$ cat src/rtl/bscan_pkg.sv
// Shared sizing helpers for the BSCAN user-data-register bridge.
// Frame is payload plus one leading valid bit; the shift counter saturates at frame length + 1.
package bscan_pkg;

    localparam int STATS_W = 16;

    function automatic int frame_width(input int width);
        return width + 1;
    endfunction

    function automatic int cnt_width(input int width);
        return $clog2(width + 3);
    endfunction

endpackage

$ cat src/rtl/bscan_sync_fifo.sv
// Single-clock circular FIFO with extra-MSB pointers; the head is visible combinationally.
// A push into a full FIFO is accepted only when a pop happens in the same cycle.
module bscan_sync_fifo #(
    parameter int WIDTH = 32,
    parameter int DEPTH = 4
) (
    input  logic             CLK,
    input  logic             nRST,
    input  logic             i_enq_ena,
    input  logic [WIDTH-1:0] i_enq_v,
    output logic             o_enq_rdy,
    input  logic             i_deq_ena,
    output logic [WIDTH-1:0] o_deq_v,
    output logic             o_deq_rdy
);

    localparam int AW = $clog2(DEPTH);

    logic [AW:0]      r_wptr;
    logic [AW:0]      r_rptr;
    logic [WIDTH-1:0] r_mem [DEPTH];

    logic w_full;
    logic w_empty;
    logic w_push;
    logic w_pop;

    assign w_empty = (r_wptr == r_rptr);
    assign w_full  = (r_wptr[AW] != r_rptr[AW]) && (r_wptr[AW-1:0] == r_rptr[AW-1:0]);
    assign w_pop   = i_deq_ena && !w_empty;
    assign w_push  = i_enq_ena && (!w_full || w_pop);

    assign o_enq_rdy = !w_full;
    assign o_deq_rdy = !w_empty;
    // Gate the head so an empty FIFO presents zeros rather than stale storage.
    assign o_deq_v   = w_empty ? '0 : r_mem[r_rptr[AW-1:0]];

    always_ff @(posedge CLK or posedge nRST) begin
        if (nRST) begin
            r_wptr <= '0;
            r_rptr <= '0;
        end else begin
            if (w_push) r_wptr <= r_wptr + 1'b1;
            if (w_pop)  r_rptr <= r_rptr + 1'b1;
        end
    end

    always_ff @(posedge CLK) begin
        if (w_push) r_mem[r_wptr[AW-1:0]] <= i_enq_v;
    end

endmodule

$ cat src/rtl/bscan_fifo_bridge.sv
// BSCAN DR bridge: one word each way per scan, committed only on an exact-length frame.
// Optional BSCAN_BRIDGE_STATS_EN adds saturating overflow/abort counters with a clear input.
module bscan_fifo_bridge
    import bscan_pkg::*;
#(
    parameter int WIDTH    = 32,
    parameter int TX_DEPTH = 4,
    parameter int RX_DEPTH = 4
) (
    input  logic               CLK,
    input  logic               nRST,
`ifdef BSCAN_BRIDGE_STATS_EN
    input  logic               stats_clr,
    output logic [STATS_W-1:0] overflow_cnt,
    output logic [STATS_W-1:0] abort_cnt,
`endif
    input  logic               capture,
    input  logic               shift,
    input  logic               update,
    input  logic               TDI,
    output logic               TDO,
    input  logic               toBscan_enq__ENA,
    input  logic [WIDTH-1:0]   toBscan_enq_v,
    output logic               toBscan_enq__RDY,
    output logic               fromBscan_enq__ENA,
    output logic [WIDTH-1:0]   fromBscan_enq_v,
    input  logic               fromBscan_enq__RDY
);

    localparam int FRAME_W = frame_width(WIDTH);
    localparam int CNT_W   = cnt_width(WIDTH);
    localparam logic [CNT_W-1:0] CNT_GOOD = CNT_W'(WIDTH + 1);
    localparam logic [CNT_W-1:0] CNT_SAT  = CNT_W'(WIDTH + 2);

    logic [FRAME_W-1:0] r_sr;
    logic [CNT_W-1:0]   r_cnt;
    logic               r_tx_sent;

    logic               w_tx_push;
    logic               w_tx_rdy;
    logic               w_tx_pop;
    logic               w_tx_vld;
    logic [WIDTH-1:0]   w_tx_head;
    logic               w_rx_push;
    logic               w_rx_rdy;
    logic               w_rx_pop;
    logic               w_rx_vld;
    logic               w_upd;
    logic               w_good;
    logic               w_abort;
    logic               w_overflow;

    // Capture wins over a coincident update, so an update only counts when capture is low.
    assign w_upd      = update && !capture;
    assign w_good     = w_upd && (r_cnt == CNT_GOOD);
    assign w_abort    = w_upd && !w_good;
    assign w_tx_push  = toBscan_enq__ENA && w_tx_rdy;
    assign w_tx_pop   = w_good && r_tx_sent;
    assign w_rx_push  = w_good && r_sr[0];
    assign w_rx_pop   = w_rx_vld && fromBscan_enq__RDY;
    assign w_overflow = w_rx_push && !w_rx_rdy && !w_rx_pop;

    assign TDO                = r_sr[0];
    assign toBscan_enq__RDY   = w_tx_rdy;
    assign fromBscan_enq__ENA = w_rx_pop;

    always_ff @(posedge CLK or posedge nRST) begin
        if (nRST) begin
            r_sr      <= '0;
            r_cnt     <= '0;
            r_tx_sent <= 1'b0;
        end else if (capture) begin
            r_sr      <= w_tx_vld ? {w_tx_head, 1'b1} : '0;
            r_cnt     <= '0;
            r_tx_sent <= w_tx_vld;
        end else if (!update && shift) begin
            r_sr <= {TDI, r_sr[FRAME_W-1:1]};
            if (r_cnt != CNT_SAT) r_cnt <= r_cnt + 1'b1;
        end
    end

    bscan_sync_fifo #(.WIDTH(WIDTH), .DEPTH(TX_DEPTH)) u_tx_fifo (
        .CLK       (CLK),
        .nRST      (nRST),
        .i_enq_ena (w_tx_push),
        .i_enq_v   (toBscan_enq_v),
        .o_enq_rdy (w_tx_rdy),
        .i_deq_ena (w_tx_pop),
        .o_deq_v   (w_tx_head),
        .o_deq_rdy (w_tx_vld)
    );

    bscan_sync_fifo #(.WIDTH(WIDTH), .DEPTH(RX_DEPTH)) u_rx_fifo (
        .CLK       (CLK),
        .nRST      (nRST),
        .i_enq_ena (w_rx_push),
        .i_enq_v   (r_sr[FRAME_W-1:1]),
        .o_enq_rdy (w_rx_rdy),
        .i_deq_ena (w_rx_pop),
        .o_deq_v   (fromBscan_enq_v),
        .o_deq_rdy (w_rx_vld)
    );

`ifdef BSCAN_BRIDGE_STATS_EN
    logic [STATS_W-1:0] r_overflow_cnt;
    logic [STATS_W-1:0] r_abort_cnt;

    always_ff @(posedge CLK or posedge nRST) begin
        if (nRST) begin
            r_overflow_cnt <= '0;
            r_abort_cnt    <= '0;
        end else if (stats_clr) begin
            r_overflow_cnt <= '0;
            r_abort_cnt    <= '0;
        end else begin
            if (w_overflow && (r_overflow_cnt != '1)) r_overflow_cnt <= r_overflow_cnt + 1'b1;
            if (w_abort && (r_abort_cnt != '1))       r_abort_cnt    <= r_abort_cnt + 1'b1;
        end
    end

    assign overflow_cnt = r_overflow_cnt;
    assign abort_cnt    = r_abort_cnt;
`else
    logic w_unused_stats;
    assign w_unused_stats = w_overflow | w_abort;
`endif

endmodule
$ cat config.mk
export PLATFORM = sky130hd
export DESIGN_NAME = bscan_fifo_bridge
export DESIGN_NICKNAME = d
export VERILOG_FILES = /design/src/rtl/bscan_pkg.sv /design/src/rtl/bscan_sync_fifo.sv /design/src/rtl/bscan_fifo_bridge.sv
export SDC_FILE = /design/constraint.sdc
export NUM_CORES = 1
export LEC_CHECK = 0
export CORE_MARGIN = 2
export CORE_UTILIZATION = 40
export DETAILED_ROUTE_END_ITERATION = 12
export GPL_ROUTABILITY_DRIVEN = 1
export PLACE_DENSITY_LB_ADDON = 0.08
export SKIP_LAST_GASP = 1
export SLEW_MARGIN = 10
export SYNTH_ARGS = -nofsm -noshare
export SYNTH_HDL_FRONTEND = slang
export SYNTH_HIERARCHICAL = 1
export SYNTH_SLANG_ARGS = --single-unit
$ cat constraint.sdc
create_clock -name CLK -period 3.9 [get_ports CLK]
set_input_delay 0.78 -clock CLK [delete_from_list [all_inputs] [get_ports CLK]]
set_output_delay 0.78 -clock CLK [all_outputs]
set_load 0.005 [all_outputs]
# [After elaboration in Yosys (flattened, before gate mapping)]
# Memories as Yosys holds them, arrays and structs flattened.
# Index checks and enable logic that the tools add are counted.
[totals] ff_bits=52 ramBits=256 in_bits=40 out_inout_bits=35 elab_cells=57 n_memories=2
[memory_table] memory="u_rx_fifo.r_mem" depth=4 width=32 read_ports=1 rd_clocked_by_memory_dff=0 wr=1 line="bscan_sync_fifo.sv:21" source="logic [WIDTH-1:0] r_mem [DEPTH];"
[memory_table] memory="u_tx_fifo.r_mem" depth=4 width=32 read_ports=1 rd_clocked_by_memory_dff=0 wr=1 line="bscan_sync_fifo.sv:21"
[classes] add_sub_neg=5 n_eq_ne=8 n_mux=11 reduce_logical=24
[op_table] operator="$mux W33" n=3
[op_table] operator="$mux W32" n=1
[op_table] operator="$mux W6" n=3
[op_table] operator="$logic_and A1 B1 Y1" n=13
[op_table] operator="$add A3 B1 Y3 const B" n=4
[op_table] operator="$add A6 B1 Y6 const B" n=1
[op_table] operator="$eq A3 B3 Y1" n=2
[op_table] operator="$eq A6 B6 Y1 const B" n=1
[op_table] operator="$logic_not A1 Y1" n=6
[op_table] operator="$ne A6 B6 Y1 const B" n=1
[op_table] operator="$eq A2 B2 Y1" n=2
[op_table] operator="$mux W1" n=4
[op_table] operator="$reduce_bool A2 Y1" n=2
[op_table] operator="$logic_or A1 B1 Y1" n=2
[op_table] operator="$ne A1 B1 Y1" n=2
[op_table] operator="$reduce_and A2 Y1" n=1

# [Depth between registers and ports, before layout]
# Gate-level depths: netlist of run 1.
[depth] depth_word=9 depth_mapped=10 ltp_nobuf=7

# [Hierarchy]
# Netlist of run 1, hierarchy kept.
[by_module_without_submodules] mod="bscan_sync_fifo" instances=2 cells_per_inst=240 area_each_um2=5300.1 seq_area_each_um2=3993.8
[by_module_without_submodules] mod="bscan_fifo_bridge" instances=1 cells_per_inst=193 area_each_um2=1889.3 seq_area_each_um2=1001.0

# [Worst setup path after synthesis of run 1]
# No wires, ideal clock.
[synth_path] path_type="register to register" startpoint="reg u_rx_fifo.r_rptr[0]" endpoint="mem u_rx_fifo.r_mem[0][0], enable pin" setup_ns=0.404 arrival_ns=2.599 required_time_ns=3.496 path_slack_ns=0.896 path_stages_with_launch=9 path_buffers=2 synth_period_minus_slack_ns=3.004 cell_sequence="dfrtp_1 > buf_4 > xor2_4 > nor3_2 > buf_2 > inv_1 > and2_1 > or4_4 > and3_1"
[synth_via] elab_chain_len=8 word_cells_on_any_way=11 classes_between="eq/ne (2); mux (2); reduce/logical (7)"
[synth_rtl] element="from (decl)" line="bscan_sync_fifo.sv:20" source="logic [AW:0] r_rptr;"
[synth_rtl] element="from (signal assigned)" line="bscan_sync_fifo.sv:44" source="if (w_pop) r_rptr <= r_rptr + 1'b1;"
[synth_rtl] element="$eq A3 B3 Y1" line="bscan_sync_fifo.sv:28" source="assign w_empty = (r_wptr == r_rptr);"
[synth_rtl] element="$logic_not A1 Y1" line="bscan_sync_fifo.sv:34" source="assign o_deq_rdy = !w_empty;"
[synth_rtl] element="named net w_rx_vld" line="bscan_fifo_bridge.sv:47" source="logic w_rx_vld;"
[synth_rtl] element="$logic_and A1 B1 Y1" line="bscan_fifo_bridge.sv:60" source="assign w_rx_pop = w_rx_vld && fromBscan_enq__RDY;"
[synth_rtl] element="named net fromBscan_enq__ENA" line="bscan_fifo_bridge.sv:25" source="output logic fromBscan_enq__ENA,"
[synth_rtl] element="$logic_and A1 B1 Y1" line="bscan_sync_fifo.sv:30" source="assign w_pop = i_deq_ena && !w_empty;"
[synth_rtl] element="$logic_or A1 B1 Y1" line="bscan_sync_fifo.sv:31" source="assign w_push = i_enq_ena && (!w_full || w_pop);"
[synth_rtl] element="$logic_and A1 B1 Y1" line="bscan_sync_fifo.sv:31"
[synth_rtl] element="$mux W1" line="bscan_sync_fifo.sv:49" source="if (w_push) r_mem[r_wptr[AW-1:0]] <= i_enq_v;"
[synth_rtl] element="$mux W1 (not written as such)" line="bscan_sync_fifo.sv:49"
[synth_rtl] element="to (decl)" line="bscan_sync_fifo.sv:21"
# The timed path passes the listed nets, and every way through them passes these cells.

# [Worst setup path in the final report of run 1]
[layout_path] startpoint="reg u_rx_fifo.r_rptr[0]" endpoint="out fromBscan_enq_v[31]"
[layout_via] elab_chain_len=2 word_cells_on_any_way=3 classes_between="eq/ne (1); mux (1); memory (1)"
[layout_rtl] element="$mem_v2 Z4 W32 or $eq A3 B3 Y1 (tied branches)"
[layout_rtl] element="$mux W32 *" line="bscan_sync_fifo.sv:36" source="assign o_deq_v = w_empty ? '0 : r_mem[r_rptr[AW-1:0]];"
[layout_rtl] element="to (decl)" line="bscan_fifo_bridge.sv:26" source="output logic [WIDTH-1:0] fromBscan_enq_v,"
# Every way passes the cells marked *; elsewhere a longest branch is shown, timed or not.

==> metrics.md, run 1 <==
| Metric | Value |
|---|---|
| Register area | 0.00899 sq mm |
| Routability Congestion | 0.692 |
| Antenna cell count | 0 |
| Synth Warn # | 6 |
| CTS clock-pin slew for the worst setup and hold paths | 0.06 ns |
| Setup Fix Bufs, Post-CTS | 0 |
| Fin util | 48.2% |
| Clock sink count | 308 |
| Io pins | 75 |
| First-pass GRT wire length | 36.5 mm |
| FF-to-FF path depth | 7 |
| Hold path start | r_tx_sent |
| Pwr dens | 609 mW/mm^2 |
| WP data arrival | 2.59 ns |
| Gates resized, CTS repair | 0 |
| Height of the die | 181 um |
| Critical-path maximum fanout | 28 |
| Max-slew headroom | 54.7% |
| Post-Layout Cell Count | 1183 |
| CTS tree | yes |
| Core Footprint | 0.0307 sq mm |
| Total track usage | 14.4% |
| Final WL | 22.8 mm |
| H-tree levels | 2 |
| Multi-input gate area | 0.00325 sq mm |
| Commonest non-fill, non-tap cell in the layout | edfxtp_1 |
| Power Total | 8.99 mW |
| Clock skew | 0.0124 ns |
| Leakage | 4.96 nW |
| Post-Syn Area | 0.0125 sq mm |
| Remaining global-route overflow | 0 |
| Critical R2R Capture | u_rx_fifo/r_mem[1][9] |
| R2r startpoint | u_rx_fifo/r_rptr[0] |
| Hold Path Sink | r_tx_sent |
| Inst Count DP | 1123 |
| Slowest cell delay on critical path | 0.59 ns |
| Fin crit share | 86.3% |
| Max frequency | 0.297 GHz |
| Reg2reg setup slack | 1.00 ns |
| Worst path depth | 4 |
| Crit-path cells | buf_12 -> mux4_2 -> nor2b_1 -> clkdlybuf4s50_1 |
| Core Rows | 64 |
| Fillers | 2598 |
| Crit start category | register |
| Average size of a mapped cell | 18.6 sq um |
| Crit path max-delay cell type | dfrtp_2 |
| Max Root-Sink Buffers | 3 |
| Hold Path Class | reg2reg |
| Starting DRT DRC Count | 278 |
| Cell family with most CP delay | buffers and inverters |
| Clk_lat worst skew | 0.50 ns |
| DRC viols | 0 |
| Final setup vio count | 0 |
| Worst-margin pin slew | 0.679 ns |
| WL/cell | 19.3 um |
| Commonest non-fill, non-tap cells in the layout | edfxtp_1 (256), clkdlybuf4s50_1 (74), nor2b_1 (65) |
| Endpoint class of the critical path | output port |
| Vias per std cell | 5.10 |
| Antenna violations before repair | 0 |
| Hold path depth | 1 |
| CP Buf/Inv Count | 2 |
| Input/output buffers | 74 |
| Worst hold slack | 0.478 ns |
| Unrepaired setup endpoints after global routing | false |
| Status | complete, no violations |
| Setup tns final | 0 ns |
| Cells after synthesis | 672 |
| Total number of vias | 6037 |
| Root buf cell | clkbuf_16 |
| Die area | 0.0326 sq mm |
| Tmin final | 3.37 ns |
| Slew Limit Fails | 0 |
| ANT nets after route | 0 |
| DIE WIDTH | 181 um |
| Ratio of cells with drive above 1 in the final layout | 19.1% |
| Vias in the first global route | 6364 |
| Cts hold-fix bufs | 0 |
| Initial Util | 40.7% |
| Syn Nets | 725 |
| Final Net Count | 816 |
| Critical path data required time | 3.12 ns |
| Hpwl dp | 14.1 mm |
| Pre-antenna DRT Iters | 4 |
| Peak VDD IR | 0.348 mV |
| Largest net degree at the start of global routing | 67 |
| CTS Buf Count | 34 |
| Max capacitance violation total | 0 |
| Critical path class | reg2out |
| Hold Vio Cnt, Final | 0 |
| Area growth syn-to-layout | 18.3% |
==> flip-flops by register name, indices dropped and copies added (netlist names) <==
register and cells:
u_rx_fifo/r_wptr 3, r_tx_sent 1, u_tx_fifo/r_wptr 3, r_cnt 6, u_tx_fifo/r_mem 128, u_tx_fifo/r_rptr 3, u_rx_fifo/r_rptr 3, r_sr 33
u_rx_fifo/r_mem 128
==> through the flow <==
step,instance area (sq um),setup WS (ns)
2_1_floorplan,12500,0.900
3_3_place_gp,13700,0.613
3_5_place_dp,13700,0.570
4_1_cts,14800,0.426
5_1_grt,14800,0.299
6_report,14800,0.533
==> cell type report <==
class                   count  area share [%]
clock buffers              50            6.67
clock inverters            10           0.695
multi-input cells         312            22.0
well taps                 396            3.35
flip-flops and latches    308            60.9
inverters                  15           0.381
repair buffers             92            6.01
==> per-layer routing <==
| metal | vias up | GRT usage, % | wire, um |
|---|---|---|---|
| met5 | - | 0 | 0 |
| met4 | 0 | 4.39 | 493 |
| met3 | 39 | 2.67 | 964 |
| met2 | 126 | 23.4 | 11000 |
| met1 | 3045 | 19.8 | 10300 |
| li1 | 2827 | - | - |
==> how the worst max path moves through the flow <==
stage	start	to	slack, ns
floorplan	u_rx_fifo/r_rptr[0]	u_rx_fifo/r_mem[0][0]	0.90
global placement	capture	u_tx_fifo/r_mem[1][14]	0.61
detailed placement	capture	u_tx_fifo/r_mem[1][14]	0.57
CTS	u_rx_fifo/r_rptr[0]	fromBscan_enq_v[28]	0.43
global route	u_rx_fifo/r_rptr[0]	fromBscan_enq_v[5]	0.30
finish	u_rx_fifo/r_rptr[0]	fromBscan_enq_v[31]	0.53
==> report_power, final <==
part	internal [mW]	switching, mW
Sequential	4.16	0.339
Combinational	0.678	0.736
Clock	1.88	1.19
Note: power is estimated with default switching activity, not from simulation.
==> inputs of run 2 (changes only) <==
--- a/config.mk
+++ b/config.mk
@@ -10,6 +10,7 @@
 export DETAILED_ROUTE_END_ITERATION = 12
 export GPL_ROUTABILITY_DRIVEN = 1
 export PLACE_DENSITY_LB_ADDON = 0.08
+export RECOVER_POWER = 50
 export SKIP_LAST_GASP = 1
 export SLEW_MARGIN = 10
 export SYNTH_ARGS = -nofsm -noshare
==> metrics.md, run 2 (synthesized netlist as in run 1, its figures left out) <==
| Metric | Value |
|---|---|
| Status | finished, violations left |
| Failing checks | max-capacitance violations, max-slew violations |
| Cts hold-fix bufs | 0 (unchanged) |
| Multi-input gate area | 0.00321 sq mm (-1.3%) |
| R2r startpoint | u_tx_fifo/r_wptr[1] |
| Commonest non-fill, non-tap cell in the layout | edfxtp_1 |
| Critical path data required time | 3.12 ns (about the same) |
| Critical Path End | fromBscan_enq_v[9] |
| Unrepaired setup endpoints after global routing | false |
| Io pins | 75 (unchanged) |
| Final Net Count | 816 (unchanged) |
| Starting DRT DRC Count | 292 (+5.0%) |
| Total number of vias | 6028 (-0.15%) |
| Routability Congestion | 0.692 (unchanged) |
| Reg2reg setup slack | 0.78 ns (-0.22 ns) |
| Pre-antenna DRT Iters | 4 (unchanged) |
| Worst-margin pin slew | 2.09 ns (+1.41 ns) |
| DRC viols | 0 (unchanged) |
| Critical-path maximum fanout | 28 (unchanged) |
| Antenna cell count | 0 (unchanged) |
| Hpwl dp | 14.1 mm (unchanged) |
| Max frequency | 0.298 GHz (+0.26%) |
| Hold path depth | 1 (unchanged) |
| Vias per std cell | 5.10 (-0.15%) |
| Clk_lat worst skew | 0.50 ns (about the same) |
| Max capacitance violation total | 1 (+1) |
| Max-slew headroom | -39.4% (-94 points) |
| Clock sink count | 308 (unchanged) |
| Gates resized, CTS repair | 0 (unchanged) |
| CTS Buf Count | 34 (unchanged) |
| Post-route setup slack | 0.541 ns (+0.00876 ns) |
| CP Launch Point | u_rx_fifo/r_rptr[0] |
| CTS tree | yes |
| Register area | 0.00899 sq mm (unchanged) |
| Clock skew | 0.0116 ns (-0.000822 ns) |
| DIE WIDTH | 181 um (unchanged) |
| Largest net degree at the start of global routing | 67 (unchanged) |
| Root buf cell | clkbuf_16 |
| Fin crit share | 86.1% (-0.22 points) |
| Crit start category | register |
| H-tree levels | 2 (unchanged) |
| Core Footprint | 0.0307 sq mm (unchanged) |
| Total track usage | 14.4% (unchanged) |
| First-pass GRT wire length | 36.5 mm (unchanged) |
| Endpoint class of the critical path | output port |
| WP data arrival | 2.58 ns (about the same) |
| Remaining global-route overflow | 0 (unchanged) |
| Final WL | 22.8 mm (about the same) |
| Critical R2R Capture | r_sr[25] |
| Input/output buffers | 74 (unchanged) |
| Fillers | 2607 (+0.35%) |
| Tmin final | 3.36 ns (-0.00876 ns) |
| Height of the die | 181 um (unchanged) |
| Vias in the first global route | 6364 (unchanged) |
| Die area | 0.0326 sq mm (unchanged) |
| Core Rows | 64 (unchanged) |
| Final setup vio count | 0 (unchanged) |
| Pwr dens | 609 mW/mm^2 (about the same) |
| Leakage | 4.95 nW (-0.13%) |
| WL/cell | 19.3 um (about the same) |
| Dpl ws | 0.570 ns (unchanged) |
| Commonest non-fill, non-tap cells in the layout | edfxtp_1 (256), nor2b_1 (65), mux4_2 (64) |
| Max Root-Sink Buffers | 3 (unchanged) |
| Area growth syn-to-layout | 17.9% |
| Ratio of cells with drive above 1 in the final layout | 18.3% (-0.76 points) |
| Hold Path Class | reg2reg |
| Critical path class | reg2out |
| FF-to-FF path depth | 8 (+1) |
| Setup tns final | 0 ns (unchanged) |
| Initial Util | 40.7% (unchanged) |
| Slew Limit Fails | 41 (+41) |
| Peak VDD IR | 0.348 mV (about the same) |
| Hold Vio Cnt, Final | 0 (unchanged) |
| CTS clock-pin slew for the worst setup and hold paths | 0.06 ns (about the same) |
| ANT nets after route | 0 (unchanged) |
| Antenna violations before repair | 0 (unchanged) |
| Setup Fix Bufs, Post-CTS | 0 (unchanged) |
[run 2: cell types whose count changed in the layout (fill, tap and decap cells not counted), moves of 2 or more]
cell	change
buf_4	-3
clkdlybuf4s50_1	-35
clkbuf_1	+2
dlygate4sd3_1	+35
[run 2: how the worst min path moves through the flow]
stage               from         to  slack, ns
2_1_floorplan  r_tx_sent  r_tx_sent       0.45
3_3_place_gp   r_tx_sent  r_tx_sent       0.47
3_5_place_dp   r_tx_sent  r_tx_sent       0.47
4_1_cts        r_tx_sent  r_tx_sent       0.49
5_1_grt        r_tx_sent  r_tx_sent       0.51
6_report       r_tx_sent  r_tx_sent       0.48
[run 2: metrics by stage]
step                      total power, mW  instances  hold WS (ns)  util (%)  cell area, sq um
final                                8.97       1183         0.483      48.0             14700
after CTS                            9.14       1183         0.486      48.2             14800
after global routing                 9.43       1183         0.514      48.0             14700
after detailed placement             6.04       1123         0.471      44.6             13700
after global placement               5.97       1123         0.474      44.6             13700
after floorplan                      5.40        672         0.445         -             12500
[run 2: worst max-delay path, cell delays in order, from the launching register on]
cell	delay (ns)
dfrtp_2	0.59
buf_12	0.30
mux4_2	0.56
nor2b_1	0.15
clkdlybuf4s50_1	0.45
[run 2: cell type report]
class | instances | share of cell area [%]
Tap cell | 396 | 3.37
Clock inverter | 10 | 0.697
Sequential cell | 308 | 61.1
Timing Repair Buffer | 92 | 5.97
Inverter | 15 | 0.383
Clock buffer | 50 | 6.69
Multi-Input combinational cell | 312 | 21.8
[run 2: layer usage]
metal  routed length (um)  global-route usage [%]  vias up
li1                     -                       -     2826
met2                11000                    23.4      131
met5                    0                       0        -
met4                  493                    4.39        0
met3                 1040                    2.67       39
met1                10300                    19.8     3032
[run 2: power by group]
group          total (mW)  leakage (nW)  internal [mW]  switching, mW
clock                3.07         0.528           1.88           1.19
sequential           4.50          3.01           4.16          0.333
combinational        1.40          1.41          0.660          0.735
==> inputs of run 3 (changes only) <==
--- a/config.mk
+++ b/config.mk
@@ -9,10 +9,11 @@
 export CORE_UTILIZATION = 40
 export DETAILED_ROUTE_END_ITERATION = 12
 export GPL_ROUTABILITY_DRIVEN = 1
+export MAX_ROUTING_LAYER = met4
 export PLACE_DENSITY_LB_ADDON = 0.08
 export RECOVER_POWER = 50
 export SKIP_LAST_GASP = 1
-export SLEW_MARGIN = 10
+export SLEW_MARGIN = 20
 export SYNTH_ARGS = -nofsm -noshare
 export SYNTH_HDL_FRONTEND = slang
 export SYNTH_HIERARCHICAL = 1
==> metrics.md, run 3 (synthesized netlist as in run 1, its figures left out) <==
| Metric | Value |
|---|---|
| Starting DRT DRC Count | 307 (+5.1%) |
| Setup Fix Bufs, Post-CTS | 0 (unchanged) |
| Leakage | 4.95 nW (unchanged) |
| Hold Vio Cnt, Final | 0 (unchanged) |
| First-pass GRT wire length | 36.5 mm (about the same) |
| Worst hold slack | 0.483 ns (+0.000528 ns) |
| Critical path data required time | 3.12 ns (about the same) |
| Comb pwr share | 15.6% (about the same) |
| Net switching power | 2.27 mW (+0.34%) |
| Critical path class | reg2out |
| Worst-margin pin slew | 2.13 ns (+0.0417 ns) |
| CTS Buf Count | 34 (unchanged) |
| Reg2reg setup slack | 0.79 ns (about the same) |
| Antenna cell count | 0 (unchanged) |
| Status | finished, violations left |
| Endpoint class of the critical path | output port |
| Critical-path maximum fanout | 28 (unchanged) |
| Commonest non-fill, non-tap cells in the layout | edfxtp_1 (256), nor2b_1 (65), mux4_2 (64) |
| Clk_lat worst skew | 0.50 ns (about the same) |
| Hold path start | r_tx_sent |
| Peak VDD IR | 0.347 mV (-0.34%) |
| Area growth syn-to-layout | 17.9% (unchanged) |
| CTS clock-pin slew for the worst setup and hold paths | 0.06 ns (about the same) |
| Root buf cell | clkbuf_16 |
| Final setup vio count | 0 (unchanged) |
| Unrepaired setup endpoints after global routing | false |
| CTS tree | yes |
| Clock sink count | 308 (unchanged) |
| Hpwl dp | 14.1 mm (unchanged) |
| H-tree levels | 2 (unchanged) |
| Io pins | 75 (unchanged) |
| Seq pwr share | 50.2% (about the same) |
| R2r startpoint | u_tx_fifo/r_wptr[1] |
| Final Net Count | 816 (unchanged) |
| Core Rows | 64 (unchanged) |
| Clock skew | 0.0118 ns (+0.000188 ns) |
| Hold Path Sink | r_tx_sent |
| Max Root-Sink Buffers | 3 (unchanged) |
| Failing checks | max-capacitance violations, max-slew violations |
| Vias in the first global route | 6367 (+0.047%) |
| Routability Congestion | 0.699 (+1.1%) |
| Clock power frac | 34.3% (about the same) |
| Pre-antenna DRT Iters | 4 (unchanged) |
| Fin util | 48.0% (unchanged) |
| Final WL | 22.9 mm (+0.18%) |
| DIE WIDTH | 181 um (unchanged) |
| Critical R2R Capture | r_sr[25] |
| Pwr dens | 610 mW/mm^2 (about the same) |
| Core Footprint | 0.0307 sq mm (unchanged) |
| Remaining global-route overflow | 0 (unchanged) |
| Fin crit share | 86.3% (+0.15 points) |
| WP data arrival | 2.58 ns (about the same) |
| Antenna violations before repair | 0 (unchanged) |
| Max frequency | 0.297 GHz (-0.17%) |
| Setup tns final | 0 ns (unchanged) |
| Total number of vias | 6063 (+0.58%) |
| Gates resized, CTS repair | 0 (unchanged) |
| Max-slew headroom | -42.2% (-2.8 points) |
| Largest net degree at the start of global routing | 67 (unchanged) |
| Switching share of power | 25.3% (+0.064 points) |
| WL/cell | 19.3 um (+0.18%) |
| Cts hold-fix bufs | 0 (unchanged) |
| ANT nets after route | 0 (unchanged) |
| Commonest non-fill, non-tap cell in the layout | edfxtp_1 |
| Final instance area | 0.0147 sq mm (unchanged) |
| Tmin final | 3.36 ns (+0.00581 ns) |
| Height of the die | 181 um (unchanged) |
| Initial Util | 40.7% (unchanged) |
| FF-to-FF path depth | 8 (unchanged) |
| Hold path depth | 1 (unchanged) |
| Placement-stage cell area | 0.0137 sq mm (unchanged) |
| Crit start category | register |
| Total track usage | 14.8% (+0.44 points) |
| Input/output buffers | 74 (unchanged) |
| DRC viols | 0 (unchanged) |
| Max capacitance violation total | 1 (unchanged) |
| Hold Path Class | reg2reg |
| Slew Limit Fails | 41 (unchanged) |
| Ratio of cells with drive above 1 in the final layout | 18.3% (unchanged) |
| Die area | 0.0326 sq mm (unchanged) |
| Vias per std cell | 5.13 (+0.58%) |
| Internal power | 6.71 mW (about the same) |
run 3: cell counts in the layout (fill, tap and decap cells not counted):
No cell type changed its count.
run 3: final cells by class:
cell class | count | area, sq um
clock buffers | 50 | 985
clock inverters | 10 | 103
fillers | 2607 | 16000
inverters | 15 | 56.3
multi-input cells | 312 | 3210
flip-flops and latches | 308 | 8990
well taps | 396 | 495
repair buffers | 92 | 878
run 3: worst max-delay path: stages (launching register included):
cell and delay [ns]:
dfrtp_2 0.59, buf_12 0.30, mux4_2 0.57, nor2b_1 0.15, clkdlybuf4s50_1 0.45
run 3: worst max-delay path by stage:
stage | start | endpoint | slack, ns
2_1_floorplan | u_rx_fifo/r_rptr[0] | u_rx_fifo/r_mem[0][0] | 0.90
3_3_place_gp | capture | u_tx_fifo/r_mem[1][14] | 0.61
5_1_grt | u_rx_fifo/r_rptr[0] | fromBscan_enq_v[5] | 0.30
6_report | u_rx_fifo/r_rptr[0] | fromBscan_enq_v[31] | 0.54
3_5_place_dp | capture | u_tx_fifo/r_mem[1][14] | 0.57
4_1_cts | u_rx_fifo/r_rptr[0] | fromBscan_enq_v[28] | 0.43
run 3: per-stage QoR:
stage	worst slack (ns)	cells	total power, mW
floorplan	0.900	672	5.40
global placement	0.613	1123	5.97
detailed placement	0.570	1123	6.04
CTS	0.426	1183	9.14
global route	0.299	1183	9.43
finish	0.535	1183	8.98
run 3: power groups by stage:
stage,registers [mW],clock network [mW],logic [mW]
final,4.50,3.08,1.40
after global routing,4.57,3.30,1.57
after CTS,4.51,3.17,1.46
after detailed placement,4.58,0,1.46
after global placement,4.54,0,1.43
after floorplan,4.42,0,0.980
run 3: per-layer routing:
metal	global-route usage (%)	wire (um)	part of all wire (%)
met1	19.9	10400	45
met2	23.4	11100	48
met3	2.55	907	4.0
met4	4.39	485	2.1
met5	-	0	0
